## config.mk

```make
export PLATFORM = sky130hd
export DESIGN_NAME = hams_sig_fifo
export DESIGN_NICKNAME = d
export VERILOG_FILES = /design/src/rtl/hams_pkg.sv /design/src/rtl/hams_sig_fifo.sv
export SDC_FILE = /design/constraint.sdc
export NUM_CORES = 1
export LEC_CHECK = 0
export CAP_MARGIN = 0
export CORE_ASPECT_RATIO = 0.7
export CORE_MARGIN = 2
export CORE_UTILIZATION = 45
export CTS_CLUSTER_DIAMETER = 200
export CTS_CLUSTER_SIZE = 14
export DETAILED_ROUTE_END_ITERATION = 7
export HOLD_SLACK_MARGIN = 0.08
export PLACE_DENSITY = 0.71
export SLEW_MARGIN = 20
export SYNTH_ARGS = -nofsm -noshare
export SYNTH_HDL_FRONTEND = slang
export SYNTH_SLANG_ARGS = --single-unit
```

## constraint.sdc

```tcl
create_clock -name clk -period 5.8 [get_ports clk]
set_input_delay 1.16 -clock clk [delete_from_list [all_inputs] [get_ports clk]]
set_output_delay 1.16 -clock clk [all_outputs]
set_load 0.01 [all_outputs]
```

## src/rtl/hams_pkg.sv

```systemverilog
// Shared types and constants for the hams sorter traffic generator / checker.
package hams_pkg;

  localparam int unsigned N_ELEM        = 8;
  localparam int unsigned KEY_W         = 32;
  localparam int unsigned TAG_W         = 16;
  localparam int unsigned SIG_DEPTH     = 16;
  localparam int unsigned DRAIN_TIMEOUT = 1024;
  localparam int unsigned SUM_W         = KEY_W + $clog2(N_ELEM);
  localparam int unsigned CNT_W         = 16;
  localparam int unsigned LFSR_W        = 32;

  localparam logic [LFSR_W-1:0] LFSR_MASK = 32'h8020_0003;

  typedef struct packed {
    logic [KEY_W-1:0] key;
    logic [TAG_W-1:0] tag;
  } pair_t;

  typedef pair_t [N_ELEM-1:0] frame_t;

  typedef struct packed {
    logic [SUM_W-1:0] sum;
    logic [TAG_W-1:0] x;
  } sig_t;

  typedef enum logic [1:0] {
    GEN_DESC  = 2'd0,
    GEN_ASC   = 2'd1,
    GEN_RAND  = 2'd2,
    GEN_CONST = 2'd3
  } gen_mode_e;

  typedef enum logic [1:0] {
    ST_IDLE  = 2'd0,
    ST_RUN   = 2'd1,
    ST_DRAIN = 2'd2,
    ST_DONE  = 2'd3
  } state_e;

  // One Galois step of the 32-bit LFSR.
  function automatic logic [LFSR_W-1:0] lfsr_step(input logic [LFSR_W-1:0] s);
    return (s >> 1) ^ (s[0] ? LFSR_MASK : '0);
  endfunction

  // Saturating counter increment.
  function automatic logic [CNT_W-1:0] sat_inc(input logic [CNT_W-1:0] c);
    return (&c) ? c : c + CNT_W'(1);
  endfunction

  // Content signature of a frame: modular key sum and tag XOR.
  function automatic sig_t frame_sig(input frame_t f);
    sig_t s;
    s = '0;
    for (int i = 0; i < int'(N_ELEM); i++) begin
      s.sum = s.sum + SUM_W'(f[i].key);
      s.x   = s.x ^ f[i].tag;
    end
    return s;
  endfunction

endpackage

```

## src/rtl/hams_sig_fifo.sv

```systemverilog
// In-order signature FIFO; push+pop together is legal when full, pop on empty is ignored.
module hams_sig_fifo
  import hams_pkg::*;
#(
  parameter int unsigned DEPTH = 16
) (
  input  logic clk,
  input  logic rst_n,
  input  logic clr_i,
  input  logic push_i,
  input  sig_t push_data_i,
  input  logic pop_i,
  output sig_t head_o,
  output logic full_o,
  output logic empty_o
);

  localparam int unsigned PTR_W = $clog2(DEPTH);

  sig_t             mem_q [DEPTH];
  logic [PTR_W:0]   wr_q, wr_d;
  logic [PTR_W:0]   rd_q, rd_d;
  logic             full_q, full_d;
  logic             empty_q, empty_d;
  logic             do_push, do_pop;

  // Pointer update and next-cycle full/empty flags.
  always_comb begin
    do_pop  = pop_i & ~empty_q;
    do_push = push_i & (~full_q | do_pop);
    wr_d    = wr_q;
    rd_d    = rd_q;
    if (clr_i) begin
      wr_d = '0;
      rd_d = '0;
    end else begin
      if (do_push) wr_d = wr_q + (PTR_W+1)'(1);
      if (do_pop)  rd_d = rd_q + (PTR_W+1)'(1);
    end
    empty_d = (wr_d == rd_d);
    full_d  = (wr_d[PTR_W] != rd_d[PTR_W]) && (wr_d[PTR_W-1:0] == rd_d[PTR_W-1:0]);
  end

  // Pointer and flag registers.
  always_ff @(posedge clk or negedge rst_n) begin
    if (!rst_n) begin
      wr_q    <= '0;
      rd_q    <= '0;
      full_q  <= 1'b0;
      empty_q <= 1'b1;
    end else begin
      wr_q    <= wr_d;
      rd_q    <= rd_d;
      full_q  <= full_d;
      empty_q <= empty_d;
    end
  end

  // Storage write; contents need no reset since empty gates every read.
  always_ff @(posedge clk) begin
    if (do_push && !clr_i) mem_q[wr_q[PTR_W-1:0]] <= push_data_i;
  end

  assign head_o  = mem_q[rd_q[PTR_W-1:0]];
  assign full_o  = full_q;
  assign empty_o = empty_q;

endmodule

```

==> out/qor.csv, run 1 <==
stage,metric,value,unit
cts,cts_hold_repair.buffers,0,
critical_path,crit_type,register to primary output,
die,core_area,69420,um2
critical_path,critPathMaxStageDelay,860,ps
drt,drt-initial-drc-count,1434,
critical_path,timing.rr.end,mem_q[11][48]$_DFFE_PP_,
critical_path,crit_path_end_kind,primary output,
die,die_w,319.8,um
drt,postRouteAntennaNets,0,
die,initial_core_util,0.4525,
cts,cts_buffer_depth,3,
finish,num_antenna_cells,0,
yosys,yosys_warnings,0,
finish,drive_above_1_share,0.2767,
power,power,0.01173,W
yosys,synth_ff_type,edfxtp_1,
die,fp-row-count,81,
grt,antenna_found_initial,0,
finish,utilization,0.5135,
grt,grt_pass1_vias,13801,
critical_path,cp_slowest_cell,dfrtp_4,
placed_design,post-place-ws,1514,ps
power,power.leakage,10.52,nW
yosys,ys_ff_latch,828,
yosys,synthesis.nets,1287,
cts,cts_root_buffer,clkbuf_16,
drt,drt_wl_total,60970,um
drt,wl_per_cell,26.54,um
outcome,status,completed,
critical_path,start_kind,register,
cts,post_cts_buffers,0,
placed_design,place_congestion,0.7405,
critical_path,cp-endpoint,head_o[7],
sta,finalSetupViolCount,0,
yosys,postSynthCellCount,1226,
critical_path,arrival,3480,ps
yosys,synth_top_area_frac,0.7801,
critical_path,cp_cell_sequence,buf_4 > mux4_2 > mux4_2 > clkdlybuf4s50_1,
sta,finalSetupTns,0,ps
cts,numCtsBuffers,69,
yosys,synthTopCellsByArea,"edfxtp_1, mux4_2, dfrtp_1",
yosys,yosysSeqAreaShare,0.7897,
critical_path,cpMostUsedCell,mux4_2,
sta,relSlewSlack,0.3323,
grt,grt_overflow,0,
yosys,yosysMostFrequentCell,edfxtp_1,
yosys,synthArstFlopShare,0.01449,
drt,first_pass_iters,7,
critical_path,rr_worst_depth,6,
grt,grt_pass1_wl,91300,um
critical_path,r2r_start,empty_o$_DFF_PN1_,
die,die_area,71960,um2
sta,slew_viol_final,0,
drt,vias_per_cell,5.826,
cts,ctsResizeCount,0,
cts,cts_tree,yes,
yosys,synth_common_cells,"edfxtp_1, mux4_2, clkbuf_1, nor2_1, buf_2",
drt,drc_errors,0,
min_path,holdCritPathClass,register to register,
finish,areaGrowthSynthToFinish,13.48,%
critical_path,crit_start,rd_q[1]$_DFF_PN0_,
placed_design,dpl.hpwl,32520,um
sta,rsz0062_at_grt,no,
critical_path,ff2ff_setup_slack,2870,ps
sta,finalClockSkew,14.95,ps
sta,worst_slack,1163,ps
power,power.density,329.0,nW/um2
grt,gr-usage-all-layers,0.1734,
drt,num_vias,13382,
yosys,avgSynthCellArea,25.62,um2
grt,grt_start_max_net_pins,72,
power,vdd_drop_max,296.8,uV
critical_path,critPathMaxFanout,41,
sta,clock.fmax,0.2157,GHz
finish,final_area,35650,um2
sta,hold_viol,0,
placed_design,placed_area,33770,um2
sta,min_period_over_period,0.7994,
die,die_y,225.0,um
yosys,synth_area,31410,um2
yosys,synth_area_leader_cell,edfxtp_1,
cts,cts.clk_slew.worst_paths,70,ps
die,io_pins,109,
job,maxCapViolations,0,
yosys,synth_cell_types,28,
cts,insertion_delay,610,ps
finish,final_nets,1434,
placed_design,portBuffers,108,
yosys,synth-edff-count,816,
sta,fin_crit,4637,ps
sta,tightest_slew,1001,ps
cts,clock-sinks,828,
cts,h-tree-depth,3,
critical_path,required,4640,ps
report_power, final:
part	switching [W]	total [W]	internal [W]
clock	0.00196	0.00417	0.00222
combinational	0.000432	0.000914	0.000482
sequential	0.0000205	0.00664	0.00662
critical path, delay by kind of cell (launching register included):
family                 cells  cell delay (ps)
buffers and inverters      2             1030
muxes                      2              930
DFF                        1              860
final cells by class:
cell class	instances	area (um2)
inverter	4	15.01
sequential	828	24820
clock buffer	77	1821
fill	5207	33780
tap	913	1142
multi-input combinational	332	6359
timing repair buffer	138	1431
clock inverter	5	58.81
registers in the layout, indices dropped and copies added, names as in the netlist:
| register | cells |
|---|---|
| wr_q | 5 |
| full_o | 1 |
| mem_q | 816 |
| empty_o | 1 |
| rd_q | 5 |
how the worst min path moves through the flow:
stage	start	slack, ps	cells past startpoint	to
after floorplan	rd_q[4]$_DFF_PN0_	510	2	rd_q[4]$_DFF_PN0_
after global placement	rd_q[4]$_DFF_PN0_	530	2	rd_q[4]$_DFF_PN0_
after detailed placement	rd_q[4]$_DFF_PN0_	560	2	rd_q[4]$_DFF_PN0_
after CTS	rd_q[4]$_DFF_PN0_	580	2	rd_q[4]$_DFF_PN0_
after global routing	rd_q[4]$_DFF_PN0_	600	2	rd_q[4]$_DFF_PN0_
final	rd_q[4]$_DFF_PN0_	570	2	rd_q[4]$_DFF_PN0_
per-stage QoR:
step / hold slack (ps) / instances
2_1_floorplan: 511.1 / 1226
3_3_place_gp: 528.0 / 2215
3_5_place_dp: 560.1 / 2215
4_1_cts: 578.3 / 2297
5_1_grt: 603.9 / 2297
6_report: 566.3 / 2297
placed cells by master, fill, tap and decap left out, types with 2 or more instances in the layout:
| cell | n |
|---|---|
| a21oi_1 | 3 |
| buf_12 | 10 |
| buf_4 | 20 |
| clkbuf_1 | 5 |
| clkbuf_16 | 72 |
| clkdlybuf4s50_1 | 108 |
| clkinv_8 | 2 |
| dfrtp_1 | 7 |
| dfrtp_4 | 4 |
| edfxtp_1 | 816 |
| ha_1 | 5 |
| inv_1 | 4 |
| inv_6 | 3 |
| mux2i_1 | 2 |
| mux4_2 | 255 |
| nand2_1 | 8 |
| nand2b_1 | 4 |
| nand4_1 | 3 |
| nor2_1 | 10 |
| nor2_4 | 12 |
| nor3_4 | 4 |
| o21ai_0 | 2 |
| xnor2_1 | 8 |
| xor2_1 | 7 |
layer usage:
metal / global-route usage / wire length, um / vias up
met5: 0 / 0 / -
met2: 0.2746 / 29400 / 477
met4: 0.03895 / 1018 / 0
met1: 0.2554 / 26780 / 7259
li1: - / - / 5569
met3: 0.03082 / 3776 / 77
logic make-up after synthesis:
group | after synthesis | share of synthesized area
DFF | 828 | 0.7897
muxes | 257 | 0.1835
buffers and inverters | 66 | 0.01219
and+or+nand+nor | 46 | 0.006772
xor gates and xnor gates | 15 | 0.004183
AOI/OAI and AO/OA | 9 | 0.001713
adders and majority gates | 5 | 0.001992
(Power assumes the default switching activity.)
==> run 2, diff against run 1 <==
clock period = 4.87 ns   (was 5.8 ns; I/O delays follow)
==> out/qor.csv, run 2 (same netlist as run 1, synthesis figures left out) <==
stage,metric,value,unit
drt,drc_errors,0,
die,core_area,69420,um2
placed_design,dpl.hpwl,34950,um
grt,gr-usage-all-layers,0.1794,
die,die_area,71960,um2
critical_path,critPathMaxStageDelay,930,ps
sta,slew_viol_final,0,
sta,relSlewSlack,0.2482,
drt,num_vias,13634,
job,maxCapViolations,0,
cts,cts_hold_repair.buffers,0,
placed_design,portBuffers,108,
die,initial_core_util,0.4525,
sta,finalSetupTns,0,ps
critical_path,cp.depth,4,
critical_path,cp_cell_sequence,buf_4 > mux4_2 > mux4_2 > clkdlybuf4s50_1,
die,fp-row-count,81,
sta,hold_viol,0,
die,die_y,225.0,um
grt,grt_pass1_wl,94850,um
power,power.density,390.8,nW/um2
cts,cts_tree,yes,
die,die_w,319.8,um
drt,drt_wl_total,63170,um
drt,postRouteAntennaNets,0,
power,power,0.01400,W
cts,cts_root_buffer,clkbuf_16,
die,io_pins,109,
finish,largest_reg_flops,816,
grt,grt_start_max_net_pins,54,
finish,final_nets,1446,
drt,first_pass_iters,5,
power,power.leakage,10.60,nW
critical_path,timing.rr.end,mem_q[8][9]$_DFFE_PP_,
cts,post_cts_buffers,0,
critical_path,cp_num_buf_inv,2,
critical_path,cp_top_family,buffers and inverters,
grt,grt_pass1_vias,14215,
critical_path,critPathMaxFanout,42,
grt,grt_overflow,0,
finish,final_area,35810,um2
placed_design,placed_area,33920,um2
cts,ctsResizeCount,0,
finish,n_fill_cell,5190,
cts,cts.clk_slew.worst_paths,70,ps
grt,antenna_found_initial,3,
outcome,status,completed,
sta,tightest_slew,1128,ps
finish,areaGrowthSynthToFinish,14.01,%
critical_path,r2r_start,empty_o$_DFF_PN1_,
sta,finalSetupViolCount,0,
critical_path,start_kind,register,
finish,layout_commonest_cell,edfxtp_1,
cts,numCtsBuffers,69,
cts,h-tree-depth,3,
critical_path,rr_worst_depth,6,
min_path,hp-start,rd_q[4]$_DFF_PN0_,
sta,min_period_over_period,0.9023,
drt,wl_per_cell,27.33,um
min_path,holdCritPathClass,register to register,
sta,clock.fmax,0.2276,GHz
critical_path,required,3900,ps
cts,clock-sinks,828,
critical_path,ff2ff_setup_slack,2110,ps
sta,finalClockSkew,15.26,ps
finish,drive_above_1_share,0.2827,
critical_path,crit_type,register to primary output,
finish,final_cell_mix,"edfxtp_1, mux4_2, clkdlybuf4s50_1",
power,vdd_drop_max,289.3,uV
critical_path,cpMostUsedCell,mux4_2,
min_path,worstHoldPathCells,2,
min_path,min_to,rd_q[4]$_DFF_PN0_,
critical_path,arrival,3420,ps
drt,drt-initial-drc-count,1492,
critical_path,crit_path_end_kind,primary output,
placed_design,place_congestion,0.7491,
sta,rsz0062_at_grt,no,
finish,regArea,24820,um2
finish,multi_input_area,6359,um2
drt,vias_per_cell,5.900,
cts,insertion_delay,620,ps
critical_path,cp_slowest_cell,dfrtp_4,
finish,utilization,0.5158,
sta,fin_crit,4394,ps
cts,cts_buffer_depth,3,
[run 2: changes by cell type in the layout (fill, tap and decap cells not counted)]
cell	previous run	this run
diode_2	0	1
clkbuf_1	5	6
clkbuf_16	72	70
buf_12	10	15
inv_16	0	2
inv_6	3	1
buf_4	20	27
clkinv_8	2	4
[run 2: worst min-delay path: stages, from the launching register on]
cell     delay, ps
dfrtp_1        340
xor2_1          90
nor2_1          80
[run 2: power breakdown]
group,internal (W),switching (W)
Sequential,0.00788,0.0000397
Combinational,0.000590,0.000504
Clock,0.00260,0.00238
Total,0.0111,0.00292
[run 2: layout make-up]
| cell class | count | area share |
|---|---|---|
| inverter | 4 | 0.0004193 |
| clock buffer | 76 | 0.04954 |
| multi-input combinational | 332 | 0.1776 |
| tap | 913 | 0.03190 |
| antenna | 1 | 0.00006988 |
| clock inverter | 7 | 0.003179 |
| sequential | 828 | 0.6931 |
| timing repair buffer | 150 | 0.04423 |
[run 2: routing by layer]
metal	track usage	routed length, um
met3	0.03469	4448
met4	0.03804	1094
met1	0.2652	27410
met2	0.2816	30200
met5	0	13
[run 2: worst max path at each step]
stage                           start                     end  slack (ps)
floorplan                       pop_i   mem_q[8][0]$_DFFE_PP_         460
global placement                pop_i   mem_q[8][1]$_DFFE_PP_         990
detailed placement              pop_i  mem_q[8][11]$_DFFE_PP_         980
CTS                 rd_q[1]$_DFF_PN0_              head_o[26]         380
global route        rd_q[1]$_DFF_PN0_              head_o[26]         350
finish              rd_q[1]$_DFF_PN0_              head_o[26]         480
[run 2: per-stage QoR]
step                worst slack, ps  hold slack (ps)  instances
floorplan                     463.7            511.1       1226
global placement              992.0            528.9       2227
detailed placement            984.5            541.5       2227
CTS                           379.8            556.6       2310
global route                  347.1            573.3       2310
finish                        475.6            554.1       2311
==> run 3, diff against run 2 <==
CORE_ASPECT_RATIO = not set   (was 0.7)
CTS_CLUSTER_DIAMETER = not set   (was 200)
DONT_BUFFER_PORTS = 1   (was not set)
PLACE_DENSITY = 0.69   (was 0.71)
==> out/qor.csv, run 3 (same netlist as run 1, synthesis figures left out) <==
stage,metric,value,unit
sta,finalClockSkew,13.89,ps
sta,hold_viol,0,
outcome,status,completed,
critical_path,required,3900,ps
finish,n_fill_cell,5154,
sta,finalSetupViolCount,0,
drt,met3_length,4843,um
power,vdd_drop_max,241.2,uV
grt,grt_pass1_vias,14310,
power,power.density,419.9,nW/um2
cts,h-tree-depth,3,
finish,areaGrowthSynthToFinish,12.91,%
sta,min_period_over_period,0.8357,
die,fp-row-count,96,
die,initial_core_util,0.4564,
drt,num_vias,13158,
drt,wl_per_cell,27.80,um
finish,drive_above_1_share,0.3220,
die,die_area,71930,um2
grt,gr-usage-all-layers,0.1811,
grt,grt_pass1_wl,93760,um
drt,postRouteAntennaNets,0,
drt,top_layer_used,met4,
drt,drt_wl_total,63600,um
placed_design,portBuffers,0,
critical_path,crit_path_end_kind,primary output,
critical_path,start_kind,register,
sta,rsz0062_at_grt,no,
placed_design,post-place-ws,1287,ps
placed_design,dpl.hpwl,32460,um
finish,layout_commonest_cell,edfxtp_1,
grt,grt_overflow,0,
cts,cts.clk_slew.worst_paths,60,ps
critical_path,ff2ff_setup_slack,1880,ps
min_path,holdCritPathClass,input pin to asynchronous set/reset pin,
cts,cts_buffer_depth,3,
cts,numCtsBuffers,82,
cts,ctsResizeCount,0,
drt,first_pass_iters,7,
sta,worst_slack,800.3,ps
sta,relSlewSlack,0.2244,
cts,cts_tree,yes,
sta,finalSetupTns,0,ps
drt,drt-initial-drc-count,1070,
cts,clock-sinks,828,
power,power.leakage,10.54,nW
job,maxCapViolations,0,
finish,num_antenna_cells,0,
cts,cts_root_buffer,clkbuf_16,
die,io_pins,109,
critical_path,critPathMaxFanout,38,
grt,grt_start_max_net_pins,66,
drt,drc_errors,0,
grt,antenna_found_initial,0,
sta,slew_viol_final,0,
finish,largest_reg_flops,816,
finish,final_cell_mix,"edfxtp_1, mux4_2, clkbuf_16",
die,die_w,268.2,um
critical_path,crit_type,register to primary output,
die,die_y,268.2,um
cts,insertion_delay,610,ps
drt,wl_met2,31710,um
sta,tightest_slew,1163,ps
die,core_area,68830,um2
placed_design,place_congestion,0.6818,
drt,vias_per_cell,5.751,
sta,clock.fmax,0.2457,GHz
sta,whs,211.4,ps
drt,drt-met1-wl,26110,um
finish,final_nets,1351,
critical_path,arrival,3100,ps
sta,fin_crit,4070,ps
run 3: cell count changes in the layout (fill, tap and decap cells not counted), moves of 2 or more:
cell,previous run,this run
buf_12,15,13
bufinv_16,0,7
clkbuf_1,6,13
clkbuf_16,70,85
clkdlybuf4s50_1,108,0
clkinv_1,0,18
clkinv_2,0,19
clkinv_8,4,0
clkinvlp_4,0,4
inv_16,2,0
inv_6,1,3
run 3: power breakdown:
part | leakage, nW | internal [W] | switching, W
clock | 1.29 | 0.00358 | 0.00255
sequential | 7.51 | 0.00789 | 0.0000512
combinational | 1.75 | 0.000459 | 0.000372
total | 10.5 | 0.0119 | 0.00297
run 3: repair_timing:
| item | CTS | global route |
|---|---|---|
| hold endpoints to repair | 11 | 0 |
| setup buffers | 0 | 0 |
| hold buffers | 1 | 0 |
run 3: area by class of cell:
| cell class | instances | area [um2] | area share |
|---|---|---|---|
| well taps | 931 | 1165 | 0.03284 |
| clock buffers | 99 | 2190 | 0.06174 |
| clock inverters | 52 | 437.9 | 0.01235 |
| repair buffers | 42 | 480.5 | 0.01355 |
| inverters | 4 | 15.01 | 0.0004233 |
| flip-flops and latches | 828 | 24820 | 0.6998 |
| multi-input cells | 332 | 6359 | 0.1793 |
run 3: final timing paths:
| check | start | to | cells past startpoint |
|---|---|---|---|
| setup reg to reg | empty_o$_DFF_PN1_ | mem_q[1][22]$_DFFE_PP_ | 6 |
| min in group clk | clr_i | rd_q[0]$_DFF_PN0_ | 1 |
| hold reg to reg | rd_q[4]$_DFF_PN0_ | rd_q[4]$_DFF_PN0_ | 2 |
| setup / recovery | rd_q[0]$_DFF_PN0_ | head_o[38] | 3 |
| max in group asynchronous | rst_n | rd_q[3]$_DFF_PN0_ | 1 |
| hold / removal | rst_n | empty_o$_DFF_PN1_ | 0 |
run 3: critical path, cell delays in order (launching register included):
cell and delay (ps):
dfrtp_4 980, buf_4 390, mux4_2 530, mux4_2 560
run 3: layer usage:
layer,GRT usage,vias to the layer above
met3,0.05251,76
met4,0.04847,0
met2,0.2942,382
met5,0,-
li1,-,5470
met1,0.2417,7230
run 3: metrics by stage:
step / total power, W / area (um2) / util / cells
after floorplan: 0.008758 / 31430 / - / 1226
after global placement: 0.008937 / 32830 / 0.4770 / 2136
after detailed placement: 0.008945 / 32830 / 0.4770 / 2136
final: 0.01489 / 35470 / 0.5153 / 2288
after global routing: 0.01534 / 35470 / 0.5153 / 2288
after CTS: 0.01505 / 35470 / 0.5153 / 2288
